`src/rtl/countdown_pkg.sv`:
```
// Shared types, digit limits and load-value clamping for the mm:ss countdown timer.
package countdown_pkg;

    typedef enum logic [1:0] {
        IDLE  = 2'd0,
        RUN   = 2'd1,
        PAUSE = 2'd2,
        DONE  = 2'd3
    } state_t;

    localparam int             DIGIT_W      = 4;
    localparam logic [DIGIT_W-1:0] SEC_TENS_MAX = 4'd5;
    localparam logic [DIGIT_W-1:0] DIGIT_MAX    = 4'd9;

    // Clamp a {tens,ones} BCD pair: tens to tens_max, ones to 9.
    function automatic logic [2*DIGIT_W-1:0] bcd_clamp(input logic [2*DIGIT_W-1:0] val,
                                                       input logic [DIGIT_W-1:0]   tens_max);
        logic [DIGIT_W-1:0] tens;
        logic [DIGIT_W-1:0] ones;
        tens = (val[7:4] > tens_max)  ? tens_max  : val[7:4];
        ones = (val[3:0] > DIGIT_MAX) ? DIGIT_MAX : val[3:0];
        return {tens, ones};
    endfunction

endpackage

```
`src/rtl/bcd_digit_down.sv`:
```
// One BCD digit of the countdown chain: loadable, decrements on dec_in, borrows at zero.
module bcd_digit_down
    import countdown_pkg::*;
(
    input  logic               clk,
    input  logic               rst,
    input  logic               dec_in,
    input  logic [DIGIT_W-1:0] wrap_val,
    input  logic               load,
    input  logic [DIGIT_W-1:0] load_val,
    output logic [DIGIT_W-1:0] digit,
    output logic               borrow_out
);

    logic [DIGIT_W-1:0] digit_q;

    // Digit register: load has priority over decrement; zero wraps to wrap_val.
    always_ff @(posedge clk) begin
        if (rst) begin
            digit_q <= 4'd0;
        end else if (load) begin
            digit_q <= load_val;
        end else if (dec_in) begin
            digit_q <= (digit_q == 4'd0) ? wrap_val : (digit_q - 4'd1);
        end else begin
            digit_q <= digit_q;
        end
    end

    assign digit      = digit_q;
    assign borrow_out = dec_in && (digit_q == 4'd0);

endmodule

```
`src/rtl/countdown_timer.sv`:
```
// mm:ss BCD countdown timer: FSM, tick prescaler and zero detect over a 4-digit borrow chain.
// Optional auto-reload on expiry is enabled by defining COUNTDOWN_AUTO_RELOAD_EN.
module countdown_timer
    import countdown_pkg::*;
#(
    parameter int TICKS_PER_DEC = 1,
    parameter int MAX_MIN_TENS  = 5
) (
    input  logic       clk,
    input  logic       rst,
    input  logic       tick_en,
    input  logic       load,
    input  logic [7:0] load_mm,
    input  logic [7:0] load_ss,
    input  logic       start,
    input  logic       pause,
    output logic [7:0] mm,
    output logic [7:0] ss,
    output logic       running,
    output logic       done,
    output logic       expired
);

    localparam logic [7:0] PRE_LAST = 8'(TICKS_PER_DEC - 1);

    state_t      state_q, state_d;
    logic [7:0]  pre_q, pre_d;
    logic        expired_q, expired_d;
    logic        dec_s;
    logic        dig_load_s;
    logic [15:0] dig_val_s;
    logic [15:0] load_bcd_s;
    logic [15:0] count_s;
    logic        is_zero_s;
    logic        is_one_s;
    logic [2:0]  borrow_s;
    logic        top_borrow_unused_s;

    assign load_bcd_s = {bcd_clamp(load_mm, 4'(MAX_MIN_TENS)), bcd_clamp(load_ss, SEC_TENS_MAX)};
    assign count_s    = {mm, ss};
    assign is_zero_s  = (count_s == 16'h0000);
    assign is_one_s   = (count_s == 16'h0001);

`ifdef COUNTDOWN_AUTO_RELOAD_EN
    logic [15:0] reload_q;

    // Reload value captured on every external load.
    always_ff @(posedge clk) begin
        if (rst) begin
            reload_q <= 16'h0000;
        end else if (load) begin
            reload_q <= load_bcd_s;
        end else begin
            reload_q <= reload_q;
        end
    end
`endif

    // Next-state: load > start > pause > tick; start never consumes a tick.
    always_comb begin
        state_d    = state_q;
        pre_d      = pre_q;
        expired_d  = 1'b0;
        dec_s      = 1'b0;
        dig_load_s = 1'b0;
        dig_val_s  = load_bcd_s;
        if (load) begin
            state_d    = IDLE;
            pre_d      = 8'd0;
            dig_load_s = 1'b1;
        end else if (start) begin
            if ((state_q == IDLE) || (state_q == PAUSE)) begin
                if (is_zero_s) begin
`ifdef COUNTDOWN_AUTO_RELOAD_EN
                    if (reload_q != 16'h0000) begin
                        state_d    = RUN;
                        dig_load_s = 1'b1;
                        dig_val_s  = reload_q;
                    end else begin
                        state_d   = DONE;
                        expired_d = 1'b1;
                    end
`else
                    state_d   = DONE;
                    expired_d = 1'b1;
`endif
                end else begin
                    state_d = RUN;
                end
            end else begin
                state_d = state_q;
            end
        end else if (pause) begin
            if (state_q == RUN) begin
                state_d = PAUSE;
            end else begin
                state_d = state_q;
            end
        end else if (tick_en && (state_q == RUN)) begin
            if (pre_q >= PRE_LAST) begin
                pre_d = 8'd0;
                if (is_zero_s) begin
                    state_d   = DONE;
                    expired_d = 1'b1;
                end else if (is_one_s) begin
                    expired_d = 1'b1;
`ifdef COUNTDOWN_AUTO_RELOAD_EN
                    dig_load_s = 1'b1;
                    dig_val_s  = reload_q;
`else
                    dec_s   = 1'b1;
                    state_d = DONE;
`endif
                end else begin
                    dec_s = 1'b1;
                end
            end else begin
                pre_d = pre_q + 8'd1;
            end
        end else begin
            state_d = state_q;
        end
    end

    // State, prescaler and expiry pulse registers.
    always_ff @(posedge clk) begin
        if (rst) begin
            state_q   <= IDLE;
            pre_q     <= 8'd0;
            expired_q <= 1'b0;
        end else begin
            state_q   <= state_d;
            pre_q     <= pre_d;
            expired_q <= expired_d;
        end
    end

    bcd_digit_down u_ss_ones (
        .clk(clk), .rst(rst), .dec_in(dec_s), .wrap_val(DIGIT_MAX),
        .load(dig_load_s), .load_val(dig_val_s[3:0]), .digit(ss[3:0]), .borrow_out(borrow_s[0])
    );
    bcd_digit_down u_ss_tens (
        .clk(clk), .rst(rst), .dec_in(borrow_s[0]), .wrap_val(SEC_TENS_MAX),
        .load(dig_load_s), .load_val(dig_val_s[7:4]), .digit(ss[7:4]), .borrow_out(borrow_s[1])
    );
    bcd_digit_down u_mm_ones (
        .clk(clk), .rst(rst), .dec_in(borrow_s[1]), .wrap_val(DIGIT_MAX),
        .load(dig_load_s), .load_val(dig_val_s[11:8]), .digit(mm[3:0]), .borrow_out(borrow_s[2])
    );
    // Minutes-tens never borrows: zero is caught before any decrement.
    bcd_digit_down u_mm_tens (
        .clk(clk), .rst(rst), .dec_in(borrow_s[2]), .wrap_val(4'(MAX_MIN_TENS)),
        .load(dig_load_s), .load_val(dig_val_s[15:12]), .digit(mm[7:4]), .borrow_out(top_borrow_unused_s)
    );

    assign running = (state_q == RUN);
    assign done    = (state_q == DONE);
    assign expired = expired_q;

endmodule

```
`config.mk`:
```
export PLATFORM = sky130hd
export DESIGN_NAME = countdown_timer
export DESIGN_NICKNAME = d
export VERILOG_FILES = /design/src/rtl/countdown_pkg.sv /design/src/rtl/bcd_digit_down.sv /design/src/rtl/countdown_timer.sv
export SDC_FILE = /design/constraint.sdc
export NUM_CORES = 1
export LEC_CHECK = 0
export ABC_CLOCK_PERIOD_IN_PS = 2400
export CAP_MARGIN = 20
export CORE_UTILIZATION = 45
export DETAILED_ROUTE_END_ITERATION = 7
export GPL_ROUTABILITY_DRIVEN = 1
export PLACE_DENSITY = 0.79
export SLEW_MARGIN = 20
export SYNTH_ARGS = -nofsm -noshare
export SYNTH_HDL_FRONTEND = slang
export SYNTH_SLANG_ARGS = --single-unit
```
`constraint.sdc`:
```
create_clock -name clk -period 2.4 [get_ports clk]
set_clock_uncertainty 0.05 [all_clocks]
set_input_delay 0.36 -clock clk [delete_from_list [all_inputs] [get_ports clk]]
set_output_delay 0.36 -clock clk [all_outputs]
set_load 0.02 [all_outputs]
```
Word level (Yosys, flattened, before mapping)
Cells that the tools add are included.
Storage, ports and cells
  bits in registers: 27
  output and inout bits: 19
Operators by class
  add/sub/neg operators: 5
  magnitude comparators: 5
  equal/unequal tests: 6
  multiplexer cells: 41
  bitwise gates (word level): 2
  reduce and logical (&&, ||, !) cells: 21
Operator list (count)
  $mux 4: 16
  $mux 2: 9
  $eq 16x1->1 const B: 1
  $logic_not 16->1: 1
  $logic_not 4->1: 4
  $sub 4x1->4 const B: 4
  $mux 1: 15
  $add 8x1->8 const B: 1
  $ge 8x1->1 const B: 1
  $gt 4x3->1 const B: 2
  $gt 4x4->1 const B: 2
  $mux 8: 1
  $reduce_bool 2->1: 4
  $reduce_bool 3->1: 2
  $reduce_and 5->1: 1
  $eq 2x2->1 const B: 2
  $logic_and 1x1->1: 4
  $reduce_bool 4->1: 1
  $ne 3x2->1 const B: 1
  $reduce_and 3->1: 1
  $eq 2x1->1 const B: 1
  $logic_not 2->1: 1
  $ne 2x1->1 const B: 1
  $not 1->1: 2
  other kinds (2): 2

Depth between registers and ports, before layout
  depth after elaboration: 12
  depth in mapped cells: 5

Hierarchy
From an unflattened synthesis, not the netlist that was laid out.
Second synthesis, totals
  cells, all modules: 183
  area, all modules: 1430.1 sq um
Modules (own cells, without submodules)
  bcd_digit_down: instances 4, cells an instance 34, area an instance 275.3 sq um, seq. area each 80.1 sq um
  countdown_timer: instances 1, cells an instance 47, area an instance 329.1 sq um, seq. area each 60.1 sq um

Worst setup path after synthesis
No wires, ideal clock.
  kind: register to register
  from: register u_mm_ones.digit_q[1] (netlist: u_mm_ones.digit[1])
  to: register u_mm_tens.digit_q[2] (netlist: u_mm_tens.digit[2])
  arrival: 1.837 ns
  data required time: 2.258 ns
  setup slack: 0.421 ns
  stages on the path, launching flop included: 5
  buffers on the path: 0
  cell sequence: dfxtp_1 > or4_4 > or4_4 > o21a_1 > nor4_1
Between the ends
  longest elaborated chain between the ends: 11
RTL lines
  start, declared: line bcd_digit_down.sv:15  | logic [DIGIT_W-1:0] digit_q;
  start signal, assigned: line bcd_digit_down.sv:22  | digit_q <= load_val;
  start signal, assigned: line bcd_digit_down.sv:24  | digit_q <= (digit_q == 4'd0) ? wrap_val : (digit_q - 4'd1);
  start signal, assigned: line bcd_digit_down.sv:26  | digit_q <= digit_q;
  $logic_not 16->1: line countdown_timer.sv:41  | assign is_zero_s = (count_s == 16'h0000);
  $mux 1: line countdown_timer.sv:102  | if (is_zero_s) begin
  $mux 1: line countdown_timer.sv:100  | if (pre_q >= PRE_LAST) begin
  $mux 1: line countdown_timer.sv:99  | end else if (tick_en && (state_q == RUN)) begin
  $mux 1: line countdown_timer.sv:93  | end else if (pause) begin
  $mux 1: line countdown_timer.sv:71  | end else if (start) begin
  $mux 1: line countdown_timer.sv:67  | if (load) begin
  $logic_and 1x1->1 (2 in a row): line bcd_digit_down.sv:31  | assign borrow_out = dec_in && (digit_q == 4'd0);
  $logic_and 1x1->1 *: line bcd_digit_down.sv:31
  $reduce_bool 2->1 (no source line) *
  end signal, assigned: line bcd_digit_down.sv:22
  end signal, assigned: line bcd_digit_down.sv:24
  end signal, assigned: line bcd_digit_down.sv:26
  end, declared: line bcd_digit_down.sv:15
Mark *: on every way between the ends. The rest lies on a longest branch, timed or not.
A chain may end at the register's enable or synchronous reset.

Worst setup path after layout
  from: register state_q[0]
  to: output port running
Between the ends
  longest elaborated chain between the ends: 1
RTL lines
  start, declared: line countdown_timer.sv:26  | state_t state_q, state_d;
  start signal, assigned: line countdown_timer.sv:132  | state_q <= state_d;
  $eq 2x1->1: line countdown_timer.sv:156  | assign running = (state_q == RUN);
  end, declared: line countdown_timer.sv:19  | output logic running,
No other way between the ends.

==> results.yml <==
yosys:
  synth.net_count: 163
  synthesis.area_per_instance_um2: 8.51
  yosys.cell_types.count: 45
  yosys.cell_count.top_type: "sky130_fd_sc_hd__dfxtp_1"
  ys_ff_latch: 19
  synth_top_cell_by_area: "sky130_fd_sc_hd__dfxtp_1"
  synth_top_cell_area_share_pct: 31.7
  post_synthesis_sequential_area_ratio_pct: 31.7
  ys_dominant_reg_cell: "sky130_fd_sc_hd__dfxtp_1"
  synth_area_um2: 1200
  synth-edff-count: 0
  synth.cells.most_frequent: "19 x sky130_fd_sc_hd__dfxtp_1, 11 x sky130_fd_sc_hd__nor2_1, 10 x sky130_fd_sc_hd__nand3_1, 7 x sky130_fd_sc_hd__a21oi_1, 7 x sky130_fd_sc_hd__nor3_1"
  yosysWarnings: 0
  synthTopCellsByArea: "sky130_fd_sc_hd__dfxtp_1 32%, sky130_fd_sc_hd__nand3_1 4.2%, sky130_fd_sc_hd__nor2_1 3.4%"
  netlist_instances: 141
  async_reset_ff_share_pct: 0
global_route:
  first_global_vias: 1192
  antenna_found_initial: 0
  maximum_number_of_pins_on_one_net_before_global_route_repair: 18
  gr-total-overflow: 0
  grt_use_total_pct: 26.0
  first_pass_grt_wire_length_mm: 5.35
clocking:
  clock-root-buffer: "sky130_fd_sc_hd__clkbuf_4"
  numCtsBuffers: 3
  tritoncts: "done"
  worstSkewPairLatency_ns: 0.30
  cts-resized-gates: 0
  holdBufCountCts: 0
  clk_path_buf_depth: 2
  cts_max_level: 1
  clkSinkCount: 19
  post_cts_buffers: 0
  worst_setup_hold_path_clk_slew_ns: 0.11
finish:
  fillerInstances: 219
  multi_input_comb_area_um2: 786
  areaGrowthSynthToFinish_pct: 41.5
  drive_above_1_share_pct: 10.7
  final_net_count: 210
  final-seq-area_um2: 380
  finalInstanceArea_um2: 1700
  final_core_utilization_pct: 67.9
  n_antenna_cell: 0
timing:
  rsz0062_at_grt: "false"
  final_period_minus_worst_setup_slack_ns: 2.12
  timing_max_transition_violations_final: 0
  endpoints_failing_hold: 0
  final_min_period_over_clock_period_pct: 88.3
  setup_total_negative_slack_ns: 0
  timing.slew.headroom_pct: 64.7
  fmaxAchievable_ghz: 0.472
  setup_slack_ns: 0.281
  report.final.setup_viol: 0
  worstMarginPinSlew_ns: 0.528
floorplanning:
  die_h_um: 53.6
  initial_standard_cell_utilization_of_the_core_pct: 48.0
  floorplan.die_area_um2: 2880
  fp-row-count: 18
  i_o_pin_cnt: 41
  die-width_um: 53.6
  core-area_um2: 2500
place:
  placement.setup.worst_slack_ns: 0.0686
  hpwlAfterDp_mm: 2.51
  io_buffer_count: 40
  routabilityCongestion: 0.825
  post_dp_cell_area_um2: 1670
critical_path:
  cell_chain_of_the_critical_path: "nor2b_1 -> clkdlybuf4s50_1"
  cp-start-kind: "flop"
  worst-endpoint-arrival_ns: 1.71
  criticalPathCategory: "reg2out"
  worstPathRequired_ns: 1.99
  max_stage_delay_ns: 0.61
  slowest_cell_on_crit_path: "sky130_fd_sc_hd__clkdlybuf4s50_1"
  timing.critical_path.fanout_max: 13
  worstSetupEndpointType: "output port"
drt:
  dr.first_iter.drc_count: 24
  detail_route.wl_per_cell_um: 15.3
  detail_route.drc_violations: 0
  drt_pass1_iterations: 4
  final_antenna_net_count: 0
  route.detailed.vias_per_inst: 6.03
  detailroute.via_count: 1309
  wirelength_mm: 3.31
power_and_ir_drop:
  power_leakage_nw: 0.611
  cell_area_power_density_nw_per_um2: 440
  ir_worst_vdd_mv: 0.266
  power.total_mw: 0.747
job:
  cap_viol_max_count: 0
run_status:
  outcome: "finished, final reports clean"
hold_path:
  hold_class: "reg2reg"
## sequential cells by signal, indices dropped and copies added (netlist names)
name / cells
expired: 1
state_q: 2
u_mm_ones.digit: 4
u_mm_tens.digit: 4
u_ss_ones.digit: 4
u_ss_tens.digit: 4
## worst max-delay path, delay by kind of cell, from the launching register on
kind	cells	cell delay, ns
buffers and inverters	1	0.61
DFF	1	0.60
and+or+nand+nor	1	0.20
## path summary, 6_finish.rpt
path / startpoint / end / slack, ns / cells past startpoint
setup reg to reg: u_ss_ones.digit[1]$_SDFFE_PP0P_ / u_ss_tens.digit[2]$_SDFFE_PP0P_ / 0.38 / 4
setup / recovery: state_q[0]$_SDFFE_PP0P_ / running / 0.28 / 2
hold / removal: u_mm_tens.digit[3]$_SDFFE_PP0P_ / u_mm_tens.digit[3]$_SDFFE_PP0P_ / 0.42 / 2
hold reg to reg: u_mm_tens.digit[3]$_SDFFE_PP0P_ / u_mm_tens.digit[3]$_SDFFE_PP0P_ / 0.42 / 2
## area by class of cell
| type | count | share of cell area, % |
|---|---|---|
| inverter | 4 | 0.884 |
| multi-input combinational | 113 | 46.3 |
| clock buffer | 4 | 1.55 |
| sequential | 19 | 22.4 |
| tap | 30 | 2.21 |
| timing repair buffer | 47 | 26.7 |
## power breakdown
part | switching (mW) | internal, mW
logic | 0.103 | 0.113
clock network | 0.107 | 0.0647
registers | 0.0282 | 0.331
total | 0.238 | 0.508
## metrics by stage
stage	hold slack, ns	std cells
finish	0.422	217
global placement	0.395	213
CTS	0.423	217
floorplan	0.456	141
global route	0.458	217
detailed placement	0.406	213
## cell usage in the layout (no fill, tap or decap), types with 2 or more instances in the layout
| cell type | count |
|---|---|
| sky130_fd_sc_hd__clkbuf_4 | 3 |
| sky130_fd_sc_hd__clkdlybuf4s50_1 | 40 |
| sky130_fd_sc_hd__mux2i_1 | 2 |
| sky130_fd_sc_hd__or3_1 | 3 |
| sky130_fd_sc_hd__a21oi_1 | 7 |
| sky130_fd_sc_hd__o31a_1 | 3 |
| sky130_fd_sc_hd__or4_1 | 4 |
| sky130_fd_sc_hd__nor2_1 | 11 |
| sky130_fd_sc_hd__o21a_1 | 4 |
| sky130_fd_sc_hd__o21ai_0 | 5 |
| sky130_fd_sc_hd__nand2_1 | 6 |
| sky130_fd_sc_hd__nor3_1 | 7 |
| sky130_fd_sc_hd__or4_4 | 2 |
| sky130_fd_sc_hd__dfxtp_1 | 19 |
| sky130_fd_sc_hd__or2_2 | 2 |
| sky130_fd_sc_hd__o311ai_0 | 2 |
| sky130_fd_sc_hd__buf_4 | 7 |
| sky130_fd_sc_hd__and3_1 | 2 |
| sky130_fd_sc_hd__and2_1 | 2 |
| sky130_fd_sc_hd__inv_1 | 4 |
| sky130_fd_sc_hd__or4b_1 | 2 |
| sky130_fd_sc_hd__nand3b_1 | 4 |
| sky130_fd_sc_hd__a311oi_1 | 3 |
| sky130_fd_sc_hd__nand3_1 | 10 |
| sky130_fd_sc_hd__nor4_2 | 2 |
| sky130_fd_sc_hd__nor4_1 | 4 |
| sky130_fd_sc_hd__nand2b_1 | 2 |
| sky130_fd_sc_hd__nor2b_1 | 3 |
| sky130_fd_sc_hd__a211oi_1 | 3 |
## routing by layer
metal	GRT usage (%)	routed length, um	vias up
met2	41.7	1590	37
met3	3.39	137	2
met4	11.4	20	0
met5	0	0	-
met1	34.5	1560	620
li1	-	-	650
## kinds of logic after synthesis
family	share of synthesized area [%]
AO/OA/AOI/OAI	21.0
adder cells (fa/ha/maj)	0.834
buffers and inverters	2.82
flip-flops	31.7
multiplexers	1.67
AND/OR/NAND/NOR	42.0
Note: power is estimated with default switching activity, not from simulation.
